`src/rtl/prefetch_queue.sv`:
```
// prefetch_queue
//   Instruction word queue between the RX deserialiser and the decoder/scheduler.
//   Serial RX beats (NSHIFT bits, LSB first) are assembled into WORD_BITS words
//   and queued FIFO. The head word feeds the decoder and can be copied into an
//   imm register that is shifted out NSHIFT bits at a time. Outstanding fetches
//   are tracked to gate new fetch requests and to drop replies after a flush.
//
//   Build option: define IMM_ROTATE_EN to make next_imm_data rotate imm_reg
//   (immediate reusable after WORD_BITS/NSHIFT shifts); otherwise zeros fill.
//
// Ports
//   clk, reset        clock, synchronous active-high reset
//   rx_data_valid     RX beat present on rx_pins
//   rx_pins           RX beat data (NSHIFT bits)
//   block_prefetch    suppress new fetch requests
//   fetch_request     ask TX to issue a read
//   fetch_started     TX accepted a read (pulse)
//   prefetch_idle     no fetch outstanding
//   flush             drop queue and in-flight fetches
//   inst_word         head word
//   inst_avail        queue non-empty
//   inst_take         decoder pops head
//   load_imm16        scheduler requests head as immediate (level)
//   imm16_loaded      head copied into imm register this cycle
//   next_imm_data     shift imm register by NSHIFT
//   imm_data_in       low NSHIFT bits of imm register
module prefetch_queue #(
  parameter int unsigned NSHIFT    = 2,
  parameter int unsigned WORD_BITS = 16,
  parameter int unsigned DEPTH     = 2
) (
  input  logic                 clk,
  input  logic                 reset,
  input  logic                 rx_data_valid,
  input  logic [NSHIFT-1:0]    rx_pins,
  input  logic                 block_prefetch,
  output logic                 fetch_request,
  input  logic                 fetch_started,
  output logic                 prefetch_idle,
  input  logic                 flush,
  output logic [WORD_BITS-1:0] inst_word,
  output logic                 inst_avail,
  input  logic                 inst_take,
  input  logic                 load_imm16,
  output logic                 imm16_loaded,
  input  logic                 next_imm_data,
  output logic [NSHIFT-1:0]    imm_data_in
);

  localparam int unsigned BEATS  = WORD_BITS / NSHIFT;
  localparam int unsigned BEAT_W = (BEATS > 1) ? $clog2(BEATS) : 1;
  localparam int unsigned PTR_W  = (DEPTH > 1) ? $clog2(DEPTH) : 1;
  localparam int unsigned CNT_W  = $clog2(DEPTH + 1);

  logic [WORD_BITS-1:0] mem [DEPTH];
  logic [PTR_W-1:0]     rd_ptr, wr_ptr;
  logic [CNT_W-1:0]     count, outstanding, discard, out_nxt;
  logic [BEAT_W-1:0]    beat_cnt;
  logic [WORD_BITS-1:0] asm_reg, asm_nxt, imm_reg;
  logic                 word_done, push, pop;

  function automatic logic [PTR_W-1:0] ptr_inc(input logic [PTR_W-1:0] p);
    return (p == PTR_W'(DEPTH - 1)) ? '0 : p + 1'b1;
  endfunction

  assign asm_nxt   = {rx_pins, asm_reg[WORD_BITS-1:NSHIFT]};
  assign word_done = rx_data_valid && (beat_cnt == BEAT_W'(BEATS - 1));

  assign inst_avail    = (count != '0);
  assign inst_word     = mem[rd_ptr];
  assign imm16_loaded  = load_imm16 && inst_avail && !flush;
  assign pop           = !flush && inst_avail && (imm16_loaded || inst_take);
  // A push into a full queue is only accepted when the head leaves this cycle.
  assign push          = word_done && (discard == '0) && !flush &&
                         ((count != CNT_W'(DEPTH)) || pop);
  assign fetch_request = !reset && !flush && !block_prefetch &&
                         (({1'b0, count} + {1'b0, outstanding}) < (CNT_W + 1)'(DEPTH));
  assign prefetch_idle = (outstanding == '0);
  assign imm_data_in   = imm_reg[NSHIFT-1:0];

  always_comb begin
    out_nxt = outstanding;
    if (fetch_started && !word_done && outstanding != CNT_W'(DEPTH))
      out_nxt = outstanding + 1'b1;
    else if (word_done && !fetch_started && outstanding != '0)
      out_nxt = outstanding - 1'b1;
  end

  always_ff @(posedge clk) begin
    if (reset) begin
      beat_cnt    <= '0;
      asm_reg     <= '0;
      outstanding <= '0;
      discard     <= '0;
      count       <= '0;
      rd_ptr      <= '0;
      wr_ptr      <= '0;
      imm_reg     <= '0;
    end else begin
      if (rx_data_valid) begin
        asm_reg  <= asm_nxt;
        beat_cnt <= word_done ? '0 : beat_cnt + 1'b1;
      end

      outstanding <= out_nxt;
      // Everything still in flight after this cycle belongs to the old PC.
      if (flush)
        discard <= out_nxt;
      else if (word_done && discard != '0)
        discard <= discard - 1'b1;

      if (flush) begin
        count  <= '0;
        rd_ptr <= '0;
        wr_ptr <= '0;
      end else begin
        if (push) wr_ptr <= ptr_inc(wr_ptr);
        if (pop)  rd_ptr <= ptr_inc(rd_ptr);
        if (push && !pop)      count <= count + 1'b1;
        else if (pop && !push) count <= count - 1'b1;
      end

      if (imm16_loaded)
        imm_reg <= inst_word;
      else if (next_imm_data)
`ifdef IMM_ROTATE_EN
        imm_reg <= {imm_reg[NSHIFT-1:0], imm_reg[WORD_BITS-1:NSHIFT]};
`else
        imm_reg <= {{NSHIFT{1'b0}}, imm_reg[WORD_BITS-1:NSHIFT]};
`endif
    end
  end

  always_ff @(posedge clk) begin
    if (push) mem[wr_ptr] <= asm_nxt;
  end

endmodule

```
`config.mk`:
```
export PLATFORM = sky130hd
export DESIGN_NAME = prefetch_queue
export DESIGN_NICKNAME = d
export VERILOG_FILES = /design/src/rtl/prefetch_queue.sv
export SDC_FILE = /design/constraint.sdc
export NUM_CORES = 1
export LEC_CHECK = 0
export CORE_MARGIN = 1
export CORE_UTILIZATION = 40
export CTS_BUF_LIST = sky130_fd_sc_hd__clkbuf_4
export CTS_CLUSTER_DIAMETER = 60
export DETAILED_ROUTE_END_ITERATION = 7
export PLACE_DENSITY = 0.59
export RECOVER_POWER = 25
export SYNTH_ARGS = -nofsm -noshare
export SYNTH_HDL_FRONTEND = slang
export SYNTH_SLANG_ARGS = --single-unit
```
`constraint.sdc`:
```
create_clock -name clk -period 2.9 [get_ports clk]
set_clock_uncertainty 0.1 [all_clocks]
set_input_delay 0.29 -clock clk [delete_from_list [all_inputs] [get_ports clk]]
set_output_delay 0.29 -clock clk [all_outputs]
set_load 0.02 [all_outputs]
```
==> qor.log, run 1 <==
qor: final_layout.utilization 48.9%
qor: yosys.proportion_of_synthesized_chip_area_in_sequential_cells 57.7%
qor: final_layout.fill_cells 678
qor: route.wl_per_cell 13.8 um
qor: pwr.ir_drop 0.217 mV
qor: timing.post-route-worst-setup-slack 162 ps
qor: clock_network.cts_buffer_depth 2
qor: die.overall_die_width 90.3 um
qor: timing.setup_violations 0
qor: critical_path.r2r_end mem[1][14]$_DFFE_PP_
qor: route.detail_route.drc_violations 0
qor: critical_path.critical_path.reg2reg.startpoint beat_cnt[0]$_SDFFE_PP0P_
qor: route.drt_pass1_iterations 4
qor: yosys.post_synth_instance_area 3120 um2
qor: placement.post-dp-hpwl 3470 um
qor: pwr.report.power.total 1.74 mW
qor: critical_path.cp-endpoint fetch_request
qor: critical_path.reg2regPathDepth 5
qor: clock_network.hold_fix_buffer_count_after_cts 0
qor: yosys.synth_cells 247
qor: die.core_region_area 7410 um2
qor: clock_network.clock_sink_count 74
qor: clock_network.post-cts-setup-buffers 0
qor: yosys.synth_register_bits 74
qor: final_layout.nNetsFinal 296
qor: global_route.met3_usage 6.23%
qor: critical_path.cp_data_required_time 2510 ps
qor: final_layout.area_growth 16.0%
qor: route.drt-initial-drc-count 102
qor: clock_network.numCtsBuffers 9
qor: critical_path.critical_path.startpoint_type flop
qor: final_layout.commonest_cells_after_routing_fill_and_taps_aside 41 x dfxtp_1, 40 x nor2_1, 32 x edfxtp_1
qor: route.num_vias 1847
qor: route.drt_antenna_net_count 0
qor: die.initial_cell_density_of_the_core 42.1%
qor: placement.portBuffers 32
qor: final_layout.largest_register_ffs 32
qor: timing.grt_setup_unrepaired no
qor: global_route.grt_residual_overflow 0
qor: yosys.syn_nets 265
qor: die.die-area 8160 um2
qor: timing.timing_max_transition_violations_final 0
qor: clock_network.clkSlewWorstSetupHoldPaths 110 ps
qor: global_route.global_route.usage.total 13.9%
qor: final_layout.post_route_cells_drive_above_1_share 15.5%
qor: critical_path.critical_path_class reg -> out
qor: die.placement_rows 31
qor: final_layout.insertedDiodeCount 0
qor: placement.dp_cells 366
qor: hold_path.min-delay-path-class reg -> reg
qor: critical_path.path_max_fanout 7
qor: placement.placement.cell_area 3510 um2
qor: critical_path.ff2ff_setup_slack 520 ps
qor: die.design.portCount 33
qor: critical_path.worst_setup_path_end_kind output pin
qor: final_layout.stdcell_count 382
qor: clock_network.worst_skew_pair.late_latency 390 ps
qor: pwr.p_leak 1.33 nW
qor: global_route.grt_most_used_layer met2
qor: global_route.grt_pass1_vias 1708
qor: timing.timing.hold.ws 360 ps
qor: critical_path.worst_ep_arrival_time 2350 ps
qor: timing.slew_at_the_pin_closest_to_its_max_slew_limit 1080 ps
qor: final_layout.mostFrequentLayoutCell dfxtp_1
qor: placement.place_worst_setup_slack 415 ps
qor: critical_path.critPathLaunch count[0]$_SDFFE_PP0P_
qor: timing.totalNegativeSetupSlack 0 ps
qor: run.drv.max_cap_violation_count 0
qor: timing.timing.final.crit_period 2740 ps
qor: placement.finalWeightedCongestion 0.824
qor: clock_network.clock_tree.root_cell clkbuf_4
qor: global_route.use_met1 17.3%
qor: yosys.yosysTopAreaCell edfxtp_1
qor: die.die_height 90.3 um
qor: run_status.outcome finished clean
qor: route.via_per_inst 4.84
qor: pwr.pwr_density_cell 480 nW/um2
qor: clock_network.tritoncts done
qor: global_route.grt_pass1_wl 8570 um
qor: timing.report.final.hold_viol_count 0
qor: timing.layout_worst_path_cycle_share 94.4%
qor: timing.fmax 365 MHz
qor: yosys.post-synth-top-area-fraction 30.8%
qor: clock_network.cts-htree-levels 3
qor: final_layout.post-route-cell-area 3620 um2
qor: route.routed_wirelength 5280 um
qor: yosys.postSynthAreaPerCell 12.6 um2
qor: global_route.antenna_found_initial 0
qor: global_route.grt_max_degree 38
qor: yosys.synth_warnings 0
qor: yosys.dominant_cells_by_area_after_synthesis edfxtp_1 31%, dfxtp_1 27%, mux2i_1 9.6%
qor: yosys.synth_cell_types 39
qor: timing.max-slew-margin-rel 27.3%
qor: global_route.grt.met2_usage 21.6%
qor: clock_network.cts_resized 0
## layer usage
metal  share of wire, %  routed length [um]
met5                  0                   0
met4               0.80                  42
met3                4.5                 237
met2                 47                2470
met1                 48                2530
## worst min-delay path by stage
stage          slack (ps)                     from  depth (start not counted)                       to
2_1_floorplan         280                    flush                          1  discard[0]$_SDFFE_PP0P_
5_1_grt               390  asm_reg[3]$_SDFFE_PP0P_                          0      mem[0][1]$_DFFE_PP_
4_1_cts               360  asm_reg[3]$_SDFFE_PP0P_                          0      mem[0][1]$_DFFE_PP_
6_report              360  asm_reg[3]$_SDFFE_PP0P_                          0      mem[0][1]$_DFFE_PP_
3_5_place_dp          340  asm_reg[3]$_SDFFE_PP0P_                          0      mem[1][1]$_DFFE_PP_
3_3_place_gp          330  asm_reg[3]$_SDFFE_PP0P_                          0      mem[0][1]$_DFFE_PP_
## layout make-up
class	instances	area, um2	share of cell area (%)
multi-input cells	149	1200	33.1
repair buffers	37	358	9.89
clock inverters	4	18.8	0.518
inverters	7	26.3	0.726
clock buffers	12	90.1	2.49
well taps	99	124	3.42
flip-flops and latches	74	1800	49.8
## where the power goes
| part | switching, mW | internal [mW] | leakage [nW] |
|---|---|---|---|
| clock network | 0.322 | 0.198 | 0.0601 |
| logic | 0.0637 | 0.0529 | 0.629 |
| registers | 0.00914 | 1.09 | 0.645 |
| total | 0.394 | 1.34 | 1.33 |
## Yosys cell counts (all sizes together)
cell type and count:
a211o 1, a211oi 15, a21oi 8, and2 2, and3b 1, and4bb 1
buf 13, clkbuf 4, dfxtp 42, edfxtp 32, fa 1, ha 6
inv 7, mux2 16, mux2i 30, nand2 3, nand2b 2, nand3 1
nand3b 4, nor2 40, nor3 2, nor4 2, nor4b 1, o211ai 2
o21ai 1, o22ai 1, o41ai 1, or2 1, or3 1, xnor2 3
xor2 3
## worst max-delay path, cell delays in order, from the launching register on
cell and delay [ps]:
dfxtp_2 430, and2_1 160, fa_1 420, nor4_1 290, clkdlybuf4s50_1 660
## kinds of logic after synthesis
kind of cell / synth area share, %
flip-flops: 57.7
AND/OR/NAND/NOR: 9.38
multiplexers: 15.4
AO/OA/AOI/OAI: 8.46
buffers and inverters: 4.33
adder cells (fa/ha/maj): 3.05
XOR/XNOR: 1.68
No activity file was read; power rests on OpenSTA's default activity.
==> run 2: changes to the inputs <==
SETUP_SLACK_MARGIN = 0.1   (was not set)
==> qor.log, run 2 (synthesized netlist as in run 1, its figures left out) <==
qor: route.num_vias 1847 [unchanged]
qor: run.drv.max_cap_violation_count 0 [unchanged]
qor: critical_path.reg2regPathDepth 5 [unchanged]
qor: critical_path.worst_setup_path_end_kind flop
qor: critical_path.critical_path_class reg -> reg
qor: critical_path.path_max_fanout 16 [+9]
qor: route.routed_wirelength 5270 um [about the same]
qor: route.drt_pass1_iterations 4 [unchanged]
qor: die.die_height 90.3 um [unchanged]
qor: timing.setup_violations 0 [unchanged]
qor: die.initial_cell_density_of_the_core 42.1% [unchanged]
qor: final_layout.largest_register_ffs 32 [unchanged]
qor: clock_network.post-cts-setup-buffers 0 [unchanged]
qor: clock_network.hold_fix_buffer_count_after_cts 0 [unchanged]
qor: clock_network.clkSlewWorstSetupHoldPaths 110 ps [about the same]
qor: global_route.grt_max_degree 38 [unchanged]
qor: final_layout.commonest_cells_after_routing_fill_and_taps_aside 41 x dfxtp_1, 40 x nor2_1, 32 x edfxtp_1
qor: timing.totalNegativeSetupSlack 0 ps [unchanged]
qor: route.detail_route.drc_violations 0 [unchanged]
qor: timing.layout_worst_path_cycle_share 82.1% [-12 points]
qor: run_status.outcome finished clean
qor: timing.fmax 420 MHz [+15%]
qor: critical_path.cp_data_required_time 2830 ps [+320 ps]
qor: clock_network.clock_sink_count 74 [unchanged]
qor: final_layout.stdcell_count 382 [unchanged]
qor: route.wl_per_cell 13.8 um [about the same]
qor: global_route.antenna_found_initial 0 [unchanged]
qor: global_route.grt_residual_overflow 0 [unchanged]
qor: route.drt_antenna_net_count 0 [unchanged]
qor: die.core_region_area 7410 um2 [unchanged]
qor: global_route.grt_pass1_vias 1708 [unchanged]
qor: timing.timing.final.crit_period 2380 ps [-358 ps]
qor: pwr.ir_drop 0.217 mV [about the same]
qor: clock_network.tritoncts done
qor: placement.dp_cells 366 [unchanged]
qor: placement.finalWeightedCongestion 0.824 [unchanged]
qor: timing.grt_setup_unrepaired no
qor: pwr.p_leak 1.35 nW [+1.3%]
qor: die.die-area 8160 um2 [unchanged]
qor: die.design.portCount 33 [unchanged]
qor: final_layout.mostFrequentLayoutCell dfxtp_1
qor: die.overall_die_width 90.3 um [unchanged]
qor: hold_path.min_path_cells 0 [unchanged]
qor: hold_path.hold-path-endpoint mem[0][1]$_DFFE_PP_
qor: pwr.pwr_density_cell 480 nW/um2 [about the same]
qor: placement.post-dp-hpwl 3470 um [unchanged]
qor: final_layout.area_growth 16.0% [about the same]
qor: hold_path.min-delay-path-class reg -> reg
qor: clock_network.worst_skew_pair.late_latency 390 ps [about the same]
qor: critical_path.r2r_end mem[1][14]$_DFFE_PP_
qor: critical_path.worst_ep_arrival_time 2310 ps [-40 ps]
qor: timing.slew_at_the_pin_closest_to_its_max_slew_limit 1080 ps [-0.00122 ps]
qor: clock_network.numCtsBuffers 9 [unchanged]
qor: route.via_per_inst 4.84 [unchanged]
qor: route.drt-initial-drc-count 102 [unchanged]
qor: global_route.grt_pass1_wl 8570 um [unchanged]
qor: timing.max-slew-margin-rel 27.3% [about the same]
qor: clock_network.cts-htree-levels 3 [unchanged]
qor: critical_path.ff2ff_setup_slack 520 ps [about the same]
qor: critical_path.critical_path.startpoint_type flop
qor: timing.timing.hold.ws 360 ps [unchanged]
qor: critical_path.critical_path.reg2reg.startpoint beat_cnt[0]$_SDFFE_PP0P_
qor: clock_network.cts_buffer_depth 2 [unchanged]
qor: placement.portBuffers 32 [unchanged]
qor: global_route.global_route.usage.total 13.9% [unchanged]
qor: timing.timing_max_transition_violations_final 0 [unchanged]
qor: clock_network.clock_tree.root_cell clkbuf_4
qor: die.placement_rows 31 [unchanged]
qor: final_layout.insertedDiodeCount 0 [unchanged]
qor: final_layout.nNetsFinal 296 [unchanged]
qor: timing.report.final.hold_viol_count 0 [unchanged]
qor: final_layout.post_route_cells_drive_above_1_share 15.5% [unchanged]
qor: hold_path.min_from asm_reg[3]$_SDFFE_PP0P_
## run 2: what timing repair did
item / in CTS / in global routing
resized for setup: 1 / 1
pin swaps: 0 / 0
endpoints found under the setup margin: 1 / 1
## run 2: final cells by class
class	count	area, um2
clock buffers	12	90.1
clock inverters	4	18.8
fillers	678	3790
inverters	7	26.3
multi-input cells	149	1200
flip-flops and latches	74	1800
well taps	99	124
repair buffers	37	360
## run 2: per-layer routing
| layer | track usage [%] | share of wire [%] |
|---|---|---|
| met1 | 17.3 | 48 |
| met2 | 21.6 | 47 |
| met3 | 6.23 | 4.5 |
| met4 | 4.03 | 0.80 |
| met5 | 0 | 0 |
## run 2: through the flow
step | setup WS (ps) | power (mW) | utilization, % | cell area, um2
after floorplan | 646 | 1.20 | - | 3130
after global placement | 386 | 1.24 | 47.4 | 3510
after detailed placement | 415 | 1.24 | 47.4 | 3510
after CTS | 111 | 1.77 | 48.9 | 3620
after global routing | 324 | 1.83 | 48.9 | 3620
final | 520 | 1.74 | 48.9 | 3620
## run 2: worst max path at each step
| stage | startpoint | slack [ps] | cells after the start | end |
|---|---|---|---|---|
| finish | beat_cnt[0]$_SDFFE_PP0P_ | 520 | 5 | mem[1][14]$_DFFE_PP_ |
| detailed placement | flush | 410 | 4 | fetch_request |
| floorplan | beat_cnt[0]$_SDFFE_PP0P_ | 650 | 4 | mem[0][0]$_DFFE_PP_ |
| global route | beat_cnt[0]$_SDFFE_PP0P_ | 320 | 5 | mem[1][11]$_DFFE_PP_ |
| CTS | count[0]$_SDFFE_PP0P_ | 110 | 4 | fetch_request |
| global placement | flush | 390 | 4 | fetch_request |
## run 2: worst max-delay path, cell delays in order (launching register included)
cell and delay, ps:
dfxtp_1 370, ha_1 150, ha_1 280, nand3_1 210, nor3_1 250, and2_1 660
## run 2: where the power goes
group	leakage (nW)	switching, mW	total (mW)	internal [mW]
logic	0.646	0.0636	0.116	0.0528
clock network	0.0601	0.322	0.519	0.198
registers	0.645	0.00914	1.10	1.09
total	1.35	0.394	1.74	1.34
==> run 3: changes to the inputs <==
PLACE_DENSITY = 0.57   (was 0.59)
clock period = 2.5 ns   (was 2.9 ns; I/O delays follow)
==> qor.log, run 3 (synthesized netlist as in run 1, its figures left out) <==
qor: final_layout.utilization 49.7% [+0.76 points]
qor: pwr.pwr_density_cell 547 nW/um2 [+14%]
qor: final_layout.mostFrequentLayoutCell dfxtp_1
qor: final_layout.commonest_cells_after_routing_fill_and_taps_aside 41 x dfxtp_1, 40 x nor2_1, 32 x edfxtp_1
qor: die.core_region_area 7410 um2 [unchanged]
qor: timing.timing_max_transition_violations_final 0 [unchanged]
qor: final_layout.post-route-cell-area 3680 um2 [+1.6%]
qor: clock_network.cts_buffer_depth 2 [unchanged]
qor: hold_path.min-delay-path-class reg -> reg
qor: critical_path.path_max_fanout 16 [unchanged]
qor: placement.finalWeightedCongestion 0.690 [-16%]
qor: run.drv.max_cap_violation_count 0 [unchanged]
qor: die.placement_rows 31 [unchanged]
qor: run_status.outcome finished clean
qor: placement.portBuffers 32 [unchanged]
qor: route.routed_wirelength 5330 um [+1.0%]
qor: final_layout.area_growth 17.8%
qor: route.via_per_inst 4.78 [-1.2%]
qor: route.drt-initial-drc-count 80 [-22%]
qor: die.overall_die_width 90.3 um [unchanged]
qor: global_route.grt_max_degree 38 [unchanged]
qor: placement.placement.cell_area 3570 um2 [+1.9%]
qor: global_route.global_route.usage.total 14.6% [+0.70 points]
qor: final_layout.insertedDiodeCount 0 [unchanged]
qor: pwr.report.power.total 2.01 mW [+16%]
qor: global_route.antenna_found_initial 0 [unchanged]
qor: route.drt_antenna_net_count 0 [unchanged]
qor: critical_path.critical_path.startpoint_type flop
qor: timing.totalNegativeSetupSlack 0 ps [unchanged]
qor: timing.setup_violations 0 [unchanged]
qor: critical_path.cp_data_required_time 2150 ps [-680 ps]
qor: pwr.ir_drop 0.237 mV [+9.2%]
qor: hold_path.min_from asm_reg[3]$_SDFFE_PP0P_
qor: timing.timing.hold.ws 380 ps [+20.8 ps]
qor: route.detail_route.drc_violations 0 [unchanged]
qor: timing.grt_setup_unrepaired no
qor: route.drt_pass1_iterations 4 [unchanged]
qor: timing.slew_at_the_pin_closest_to_its_max_slew_limit 484 ps [-598 ps]
qor: placement.post-dp-hpwl 3600 um [+3.8%]
qor: timing.max-slew-margin-rel 67.7% [+40 points]
qor: die.die-area 8160 um2 [unchanged]
qor: die.die_height 90.3 um [unchanged]
qor: route.num_vias 1858 [+0.60%]
qor: global_route.grt_residual_overflow 0 [unchanged]
qor: global_route.grt_pass1_vias 1838 [+7.6%]
qor: clock_network.clock_tree.root_cell clkbuf_4
qor: final_layout.largest_register_ffs 32 [unchanged]
qor: global_route.grt_pass1_wl 9040 um [+5.5%]
qor: critical_path.worst_setup_path_end_kind output pin
qor: critical_path.critical_path.reg2reg.startpoint beat_cnt[0]$_SDFFE_PP0P_
qor: pwr.p_leak 1.37 nW [+1.5%]
qor: clock_network.worst_skew_pair.late_latency 410 ps [+20 ps]
qor: die.design.portCount 33 [unchanged]
qor: die.initial_cell_density_of_the_core 42.1% [unchanged]
qor: timing.fmax 436 MHz
qor: timing.report.final.hold_viol_count 0 [unchanged]
qor: critical_path.critical_path_class reg -> out
qor: final_layout.post_route_cells_drive_above_1_share 17.6% [+2.0 points]
qor: timing.timing.final.crit_period 2290 ps
qor: clock_network.clkSlewWorstSetupHoldPaths 110 ps [about the same]
qor: route.wl_per_cell 13.7 um [-0.78%]
qor: clock_network.cts-htree-levels 3 [unchanged]
qor: timing.layout_worst_path_cycle_share 91.7%
qor: final_layout.nNetsFinal 303 [+2.4%]
qor: critical_path.worst_ep_arrival_time 1940 ps [-370 ps]
qor: clock_network.numCtsBuffers 9 [unchanged]
qor: clock_network.tritoncts done
qor: clock_network.clock_sink_count 74 [unchanged]
-- run 3: worst paths after layout --
| kind | slack [ps] | to | depth (start not counted) |
|---|---|---|---|
| worst max-delay path | 210 | inst_word[14] | 3 |
| worst min-delay path | 380 | mem[1][1]$_DFFE_PP_ | 0 |
| worst max register to register | 340 | count[1]$_SDFFE_PP0P_ | 7 |
| worst min register to register | 380 | mem[1][1]$_DFFE_PP_ | 0 |
-- run 3: critical path, cell delays in order (launching register included) --
cell and delay (ps):
dfxtp_1 320, buf_4 240, mux2_1 410, clkdlybuf4s50_1 560
-- run 3: report_power, final --
part / switching (mW) / leakage, nW / internal [mW]
combinational: 0.0742 / 0.673 / 0.0629
clock: 0.407 / 0.0542 / 0.191
sequential: 0.0104 / 0.645 / 1.27
total: 0.492 / 1.37 / 1.52
-- run 3: repair_timing --
| action | in CTS | in global routing |
|---|---|---|
| endpoints found under the setup margin | 1 | 0 |
| buffers inserted | 0 | 0 |
| hold buffers | 0 | 0 |
| gates resized for setup | 2 | 0 |
-- run 3: area by class of cell --
class | instances | area, um2
flip-flops and latches | 74 | 1800
well taps | 99 | 124
clock inverters | 7 | 36.3
inverters | 7 | 26.3
repair buffers | 44 | 422
multi-input cells | 149 | 1200
fillers | 678 | 3730
clock buffers | 9 | 67.6
-- run 3: per-layer routing --
metal	part of all wire (%)	up-vias	routed length, um	track usage, %
met5	0	-	0	0
met4	2.5	0	132	8.87
met2	46	25	2430	22.1
met3	2.7	10	142	3.03
met1	49	861	2630	19.0
li1	-	962	-	-
-- run 3: stage by stage --
stage,std cells,setup slack [ps]
after floorplan,247,246
after global placement,373,370
after detailed placement,373,326
after CTS,389,156
after global routing,389,112
final,389,209
